`src/rtl/awgn_output_mult.sv`:
```
// -----------------------------------------------------------------------------
// awgn_output_mult
//
// Final Box-Muller stage. Multiplies the radial term f = sqrt(-2 ln u0) by the
// cos/sin outputs of the Sin/Cos unit. Every accepted input produces two
// independent noise samples, x0 = f*g0 and x1 = f*g1. The block is a three
// stage pipeline with valid/ready handshakes on both sides. Products are
// rounded half-up and saturated into Q4.11, and two status counters are kept.
//
// Ports
//   clk         rising-edge clock
//   reset_n     synchronous, active-low reset
//   in_valid    f_in, g0_in and g1_in are valid this cycle
//   in_ready    the pipeline can take an input this cycle
//   f_in        radial term, unsigned UQ4.13
//   g0_in       cos term, two's complement Q1.14
//   g1_in       sin term, two's complement Q1.14
//   out_valid   x0_out/x1_out hold a valid sample pair
//   out_ready   the consumer takes the pair this cycle
//   x0_out      f*g0, two's complement Q4.11
//   x1_out      f*g1, two's complement Q4.11
//   sample_cnt  pairs delivered (out_valid & out_ready), wraps around
//   sat_cnt     individual samples clipped, sticks at all-ones
// -----------------------------------------------------------------------------
module awgn_output_mult #(
  parameter int F_W    = 17,
  parameter int G_W    = 16,
  parameter int X_W    = 16,
  parameter int CNT_W  = 32,
  parameter int SAT_W  = 16,
  parameter int F_FRAC = 13,
  parameter int G_FRAC = 14,
  parameter int X_FRAC = 11
) (
  input  logic             clk,
  input  logic             reset_n,
  input  logic             in_valid,
  output logic             in_ready,
  input  logic [F_W-1:0]   f_in,
  input  logic [G_W-1:0]   g0_in,
  input  logic [G_W-1:0]   g1_in,
  output logic             out_valid,
  input  logic             out_ready,
  output logic [X_W-1:0]   x0_out,
  output logic [X_W-1:0]   x1_out,
  output logic [CNT_W-1:0] sample_cnt,
  output logic [SAT_W-1:0] sat_cnt
);

  // Width of the sign-extended multiplier operands. f gets a zero sign bit
  // so it can enter a signed multiply, and g is widened to the same size.
  // This assumes F_W >= G_W, which holds for the Box-Muller datapath.
  localparam int E_W   = F_W + 1;

  // Signed product width. The magnitude of f*g never exceeds 2^(F_W+G_W-1),
  // so F_W+G_W bits hold every product exactly.
  localparam int P_W   = F_W + G_W;

  // Number of fractional bits dropped when going from the product format
  // down to the output format.
  localparam int SHIFT = F_FRAC + G_FRAC - X_FRAC;

  // Half an output LSB expressed in product units, used for rounding.
  localparam logic [P_W:0] HALF =
    {{(P_W - SHIFT + 1){1'b0}}, 1'b1, {(SHIFT - 1){1'b0}}};

  // Output limits, widened to the rounding width so the comparison is done
  // on the full rounded value rather than on a truncated copy.
  localparam logic signed [P_W:0] R_MAX =
    {{(P_W - X_W + 2){1'b0}}, {(X_W - 1){1'b1}}};
  localparam logic signed [P_W:0] R_MIN =
    {{(P_W - X_W + 2){1'b1}}, {(X_W - 1){1'b0}}};

  localparam logic [X_W-1:0] X_MAX = {1'b0, {(X_W - 1){1'b1}}};
  localparam logic [X_W-1:0] X_MIN = {1'b1, {(X_W - 1){1'b0}}};

  logic                  adv;

  logic                  s1_valid;
  logic [F_W-1:0]        s1_f;
  logic signed [E_W-1:0] s1_g0;
  logic signed [E_W-1:0] s1_g1;

  logic                  s2_valid;
  logic signed [P_W-1:0] s2_p0;
  logic signed [P_W-1:0] s2_p1;

  logic signed [P_W-1:0] prod0;
  logic signed [P_W-1:0] prod1;

  logic [X_W-1:0]        rs0_x;
  logic [X_W-1:0]        rs1_x;
  logic                  rs0_clip;
  logic                  rs1_clip;
  logic [SAT_W:0]        sat_sum;
  logic [SAT_W-1:0]      sat_next;

  // Round half-up toward +inf, then clamp into the output range. The
  // result is packed as {clipped, value}. The arithmetic shift of the
  // biased product is a floor division, which is what turns the +half
  // bias into round-half-up for negative values as well.
  function automatic logic [X_W:0] round_sat(input logic signed [P_W-1:0] p);
    logic signed [P_W:0] biased;
    logic signed [P_W:0] r;
    biased = $signed({p[P_W-1], p}) + $signed(HALF);
    r      = biased >>> SHIFT;
    if (r > R_MAX) begin
      return {1'b1, X_MAX};
    end else if (r < R_MIN) begin
      return {1'b1, X_MIN};
    end else begin
      return {1'b0, r[X_W-1:0]};
    end
  endfunction

  // The whole pipeline moves forward whenever the output register is empty
  // or is being drained this cycle. A single advance signal for all stages
  // keeps the stages in lock-step, so a stall freezes everything at once.
  // Input acceptance is additionally blocked while reset is asserted.
  assign adv      = !out_valid | out_ready;
  assign in_ready = adv & reset_n;

  // Stage 1 captures f and sign-extends the cos/sin terms to the multiplier
  // operand width. Data is only captured with a valid input, so idle or
  // undefined input values never enter the pipeline registers.
  always_ff @(posedge clk) begin
    if (!reset_n) begin
      s1_valid <= 1'b0;
      s1_f     <= '0;
      s1_g0    <= '0;
      s1_g1    <= '0;
    end else if (adv) begin
      s1_valid <= in_valid;
      if (in_valid) begin
        s1_f  <= f_in;
        s1_g0 <= {{(E_W - G_W){g0_in[G_W-1]}}, g0_in};
        s1_g1 <= {{(E_W - G_W){g1_in[G_W-1]}}, g1_in};
      end
    end
  end

  // Signed multiplies. The products are computed directly at P_W bits;
  // both operands are signed, so they are sign-extended to that width
  // before multiplying and the truncated result is exact.
  assign prod0 = $signed({1'b0, s1_f}) * s1_g0;
  assign prod1 = $signed({1'b0, s1_f}) * s1_g1;

  // Stage 2 holds the full-precision products for the rounding stage.
  always_ff @(posedge clk) begin
    if (!reset_n) begin
      s2_valid <= 1'b0;
      s2_p0    <= '0;
      s2_p1    <= '0;
    end else if (adv) begin
      s2_valid <= s1_valid;
      if (s1_valid) begin
        s2_p0 <= prod0;
        s2_p1 <= prod1;
      end
    end
  end

  // Round/saturate both products and work out the next clip count. The
  // clip count saturates at all-ones: the sum is formed one bit wider and
  // a carry out of the top bit means the counter would have wrapped.
  always_comb begin
    rs0_x    = '0;
    rs1_x    = '0;
    rs0_clip = 1'b0;
    rs1_clip = 1'b0;
    {rs0_clip, rs0_x} = round_sat(s2_p0);
    {rs1_clip, rs1_x} = round_sat(s2_p1);
    sat_sum  = {1'b0, sat_cnt}
             + {{(SAT_W - 1){1'b0}}, ({1'b0, rs0_clip} + {1'b0, rs1_clip})};
    sat_next = sat_sum[SAT_W] ? {SAT_W{1'b1}} : sat_sum[SAT_W-1:0];
  end

  // Stage 3 is the output register. Clipped samples are counted at the
  // moment a pair enters this stage, so every pair is counted exactly once
  // regardless of how long it later sits here under back-pressure.
  always_ff @(posedge clk) begin
    if (!reset_n) begin
      out_valid <= 1'b0;
      x0_out    <= '0;
      x1_out    <= '0;
      sat_cnt   <= '0;
    end else if (adv) begin
      out_valid <= s2_valid;
      if (s2_valid) begin
        x0_out  <= rs0_x;
        x1_out  <= rs1_x;
        sat_cnt <= sat_next;
      end
    end
  end

  // Delivered-pair counter. It is free-running and simply wraps.
  always_ff @(posedge clk) begin
    if (!reset_n) begin
      sample_cnt <= '0;
    end else if (out_valid && out_ready) begin
      sample_cnt <= sample_cnt + CNT_W'(1);
    end
  end

endmodule

```
`config.mk`:
```
export PLATFORM = sky130hd
export DESIGN_NAME = awgn_output_mult
export DESIGN_NICKNAME = d
export VERILOG_FILES = /design/src/rtl/awgn_output_mult.sv
export SDC_FILE = /design/constraint.sdc
export NUM_CORES = 2
export LEC_CHECK = 0
export ABC_AREA = 1
export CAP_MARGIN = 0
export CORE_MARGIN = 3
export CORE_UTILIZATION = 40
export DETAILED_ROUTE_END_ITERATION = 8
export GPL_TIMING_DRIVEN = 0
export PLACE_DENSITY = 0.69
export SLEW_MARGIN = 20
export SYNTH_ARGS = -nofsm -noshare
export SYNTH_HDL_FRONTEND = slang
export SYNTH_SLANG_ARGS = --single-unit
```
`constraint.sdc`:
```
create_clock -name clk -period 9.9 [get_ports clk]
set_input_delay 0.99 -clock clk [delete_from_list [all_inputs] [get_ports clk]]
set_output_delay 0.99 -clock clk [all_outputs]
set_load 0.02 [all_outputs]
```
; Word level (Yosys, flattened, before mapping)
; Index checks and enable logic that the tools add are counted.
[classes]
add_sub_neg = 5
multipliers = 2
magnitude_cmp = 4
muxes = 5
n_bitwise = 2
n_reduce_logical = 5
[ops]
columns = operator, count
row1 = $add A33 B17 Y34 const B, 2
row2 = $mux W17, 4
row3 = $mul A18 B16 Y33, 2
row4 = $gt A18 B16 Y1 const B, 2
row5 = $lt A18 B16 Y1 const B, 2
row6 = $add A32 B1 Y32 const B, 1
row7 = $add A16 B2 Y17, 1
row8 = $mux W16, 1
row9 = $reduce_and A2 Y1, 3
row10 = $add A1 B1 Y2, 1
row11 = $and A1 B1 Y1, 1
row12 = $logic_and A1 B1 Y1, 1
row13 = $logic_not A1 Y1, 1
row14 = $or A1 B1 Y1, 1
[word_totals]
regBits = 198
in_bits = 53
output_inout_bits = 82
elab_cells = 35

; Longest topological paths before layout
[logic_depth]
word_depth = 7
ltp_mapped = 29
ltp_nobuf = 27

; Worst setup path before layout
; OpenSTA, ideal clock, no wires.
[synth_timing]
path_kind = reg2reg
startpoint = register s1_f[1]
endpoint = register s2_p0[28]
setup_ns = 0.109
arrival_time_ns = 5.450
required_time_ns = 9.791
path_slack_ns = 4.341
stages_incl_launch_ff = 24
path_buffers = 2
synth_period_minus_slack_ns = 5.559
cell_sequence = dfxtp_1 clkbuf_1 buf_1 nand2_1 fa_1 fa_1 inv_1 fa_1 fa_1 fa_1 inv_1 fa_1 inv_1 ha_1 a21oi_1 o21ai_0 a21oi_1 nor2_1 nor2_1 nand2_1 nand2_1 nand3_1 nand2_1 inv_1
[synth_via]
elab_chain_len = 1
[synth_lines]
columns = item, line_no
row1 = start: declaration, 80  ; logic [F_W-1:0] s1_f;
row2 = start signal: assignment, 135  ; s1_f <= f_in;
row3 = $mul A18 B16 Y33, 145  ; assign prod0 = $signed({1'b0, s1_f}) * s1_g0;
row4 = end signal: assignment, 157  ; s2_p0 <= prod0;
row5 = end: declaration, 85  ; logic signed [P_W-1:0] s2_p0;
; Every way passes these cells.
; A chain may end at the register's enable or synchronous reset.

; Worst setup path after layout
[layout_timing]
startpoint = register s1_f[1]
endpoint = register s2_p0[21]
; The elaborated chain is that of the path after synthesis.

==> flow_summary.yaml <==
run_status:
  outcome: "completed"
timing:
  finalSetupViolations: 0
  timing.slew.headroom: 0.277
  setup_tns_ns: 0
  timing.final.max_slew_violations: 0
  grt_setup_unrepaired: "no"
  transition_at_the_pin_with_the_smallest_max_transition_slack_ns: 1.08
  layout_min_cycle_time_ns: 7.36
  finalHoldViolations: 0
  max_clock_freq_ghz: 0.136
  fin_crit_sh: 0.743
  finClkSkew_ns: 0.0255
power:
  vdd_ir_drop_max_v: 0.000150
  cellLeakagePower_nw: 16.3
  pwr_density_cell_nw_per_um2: 121
cts:
  post_cts_clock_slew_at_the_launch_and_capture_registers_of_the_worst_setup_and_hold_paths_ns: 0.09
  cts_resized: 0
  total_cts_buffers: 17
  postCtsSetupBuffers: 0
  cts-root-to-sink-buffers: 2
  cts_tree: "yes"
  clockRootBuffer: "sky130_fd_sc_hd__clkbuf_16"
  numClockSinks: 168
  h_tree_depth: 4
  clock_insertion_delay_worst_skew_ns: 0.53
  holdBufCountCts: 0
drt:
  route.detailed.drc: 0
  vias: 24200
  sum_of_routed_wire_length_over_all_layers_mm: 82.6
  pre_antenna_drt_iters: 9
  antenna_left: 0
  wl_per_cell_um: 17.0
  via_to_cell_ratio: 4.98
  drt_first_iter_violations: 2411
worst_setup_path:
  critical_path_source_type: "flop"
  required_ns: 10.34
  rr_worst_depth: 23
  r2r-end: "s2_p0[21]"
  worst_r2r_startpoint: "s1_f[1]"
  ff2ff_setup_slack_ns: 2.54
  critPathKind: "reg2reg"
  worst-endpoint-arrival_ns: 7.79
  critical_path_peak_fanout: 10
  cp-end-kind: "flop"
synthesis:
  share_of_synthesized_area_occupied_by_flip_flops_and_latches: 0.124
  synth_cell_types: 42
  synthesis.instances: 3824
  synth_seq_cells: 168
  synth_enable_flop_cells: 0
  yosys_most_used_dff: "sky130_fd_sc_hd__dfxtp_1"
  synth-async-reset-ratio: 0
  synth_fp_nets: 4528
  netlist_area_um2: 27100
  yosys_warnings: 0
  syn_avg_cell_area_um2: 7.08
cells_and_area:
  layout_commonest_cell: "sky130_fd_sc_hd__inv_1"
  seq_area_um2: 3360
  multi_input_comb_area_um2: 19400
  areaGrowthSynthToFinish_pct: 11.3
  most-common-layout-cells: "sky130_fd_sc_hd__inv_1, sky130_fd_sc_hd__nand2_1, sky130_fd_sc_hd__fa_1"
  layout.nets: 4681
  final_cell_count_no_fill: 4858
  post_route_cells_drive_above_1_share: 0.0201
  fillCellCount: 6665
global_route:
  grt_util_all_layers: 0.240
  via_count_of_the_first_global_routing_pass: 24300
  grt_start_max_net_pins: 22
  grt_first_pass_wirelength_mm: 132
  antenna_found_initial: 1
  grt-ovfl-total: 0
die:
  rows: 94
  die_h_um: 266
  dieArea_um2: 70900
  dieWidth_um: 266
  initial_core_util: 0.408
  placeableCoreArea_um2: 66500
  ios: 135
hold_path:
  min_delay_path_depth: 2
  worstHoldEndpoint: "s1_valid"
  min_from: "s1_valid"
  hold_path_class: "reg2reg"
placement:
  port_buffers: 134
  dp.cells: 4822
  gp_congestion: 0.951
  detailedPlacementHpwl_mm: 67.9
run:
  drv.max_cap_violation_count: 0
[synthesized netlist by cell type (all sizes together), types with 22 or more instances]
cell	count	area, µm²
a21oi	164	825
clkbuf	150	563
dfxtp	168	3360
fa	415	8310
ha	236	2950
inv	973	3650
nand2	935	3530
nand3	109	546
nand4	22	138
nor2	347	1370
nor3	40	205
o21ai	146	731
xor2	30	263
[where the power goes]
part | leakage, nW | switching, mW | internal, mW
combinational | 14.6 | 1.43 | 0.733
clock | 0.305 | 0.386 | 0.349
sequential | 1.38 | 0.0339 | 0.717
total | 16.3 | 1.85 | 1.80
[metal layers]
| layer | GRT usage | wire [µm] |
|---|---|---|
| met1 | 0.324 | 35000 |
| met2 | 0.369 | 35600 |
| met3 | 0.0630 | 8820 |
| met4 | 0.0926 | 3080 |
| met5 | 0.0115 | 114 |
[cell type report]
cell class / instances / area share
multi-input cells: 2517 / 0.644
inverters: 974 / 0.121
flip-flops and latches: 168 / 0.112
repair buffers: 134 / 0.0445
well taps: 864 / 0.0359
plain buffers: 165 / 0.0212
clock buffers: 17 / 0.0141
clock inverters: 15 / 0.00693
diodes: 4 / 0.000332
[kinds of logic (layout without fill, tap and decap cells)]
family / after synthesis / in the layout / synth area share
adders and majority gates: 651 / 651 / 0.416
xor gates and xnor gates: 47 / 47 / 0.0152
and+or+nand+nor: 1473 / 1473 / 0.219
other: 0 / 4 / 0
AOI/OAI and AO/OA: 346 / 346 / 0.0673
buffers and inverters: 1139 / 1305 / 0.159
DFF: 168 / 168 / 0.124
[sequential cells by signal, summed over array words and instances, names as in the netlist]
| signal | cells |
|---|---|
| s1_valid | 1 |
| s2_p1 | 18 |
| s2_valid | 1 |
| sample_cnt | 32 |
| s1_g1 | 16 |
| s1_g0 | 16 |
| out_valid | 1 |
| sat_cnt | 16 |
| x0_out | 16 |
| x1_out | 16 |
| s1_f | 17 |
| s2_p0 | 18 |
[worst max path at each step]
stage,startpoint,end,cells after the start
after global routing,s1_f[1],s2_p0[30],23
after floorplan,s1_f[1],s2_p0[28],23
final,s1_f[1],s2_p0[21],23
after detailed placement,s1_f[1],s2_p0[30],23
after CTS,s1_f[1],s2_p0[30],23
after global placement,s1_f[1],s2_p0[30],23
[through the flow]
| step | setup slack, ns | hold slack (ns) | utilization | total power [mW] | instance area [µm²] |
|---|---|---|---|---|---|
| floorplan | 4.34 | 0.445 | - | 2.19 | 27100 |
| global placement | 2.64 | 0.453 | 0.444 | 2.86 | 29500 |
| detailed placement | 2.61 | 0.457 | 0.444 | 2.88 | 29500 |
| CTS | 2.59 | 0.469 | 0.454 | 3.64 | 30100 |
| global route | 2.26 | 0.486 | 0.454 | 3.97 | 30100 |
| finish | 2.54 | 0.468 | 0.454 | 3.65 | 30200 |
[worst max-delay path, stage by stage, from the launching register on]
cell and delay, ns:
sky130_fd_sc_hd__dfxtp_1 0.65, sky130_fd_sc_hd__clkbuf_1 0.65, sky130_fd_sc_hd__buf_1 0.75, sky130_fd_sc_hd__nand2_1 0.17, sky130_fd_sc_hd__fa_1 0.56, sky130_fd_sc_hd__fa_1 0.55, sky130_fd_sc_hd__inv_1 0.05, sky130_fd_sc_hd__fa_1 0.45
sky130_fd_sc_hd__fa_1 0.50, sky130_fd_sc_hd__fa_1 0.54, sky130_fd_sc_hd__inv_1 0.05, sky130_fd_sc_hd__fa_1 0.62, sky130_fd_sc_hd__inv_1 0.07, sky130_fd_sc_hd__ha_1 0.40, sky130_fd_sc_hd__a21oi_1 0.29, sky130_fd_sc_hd__o21ai_0 0.18
sky130_fd_sc_hd__a21oi_1 0.14, sky130_fd_sc_hd__nand2_1 0.16, sky130_fd_sc_hd__nand2_1 0.12, sky130_fd_sc_hd__nand2_1 0.05, sky130_fd_sc_hd__nand2_1 0.06, sky130_fd_sc_hd__nand3_1 0.11, sky130_fd_sc_hd__nand2_1 0.11, sky130_fd_sc_hd__inv_1 0.04
(Power assumes the default switching activity.)
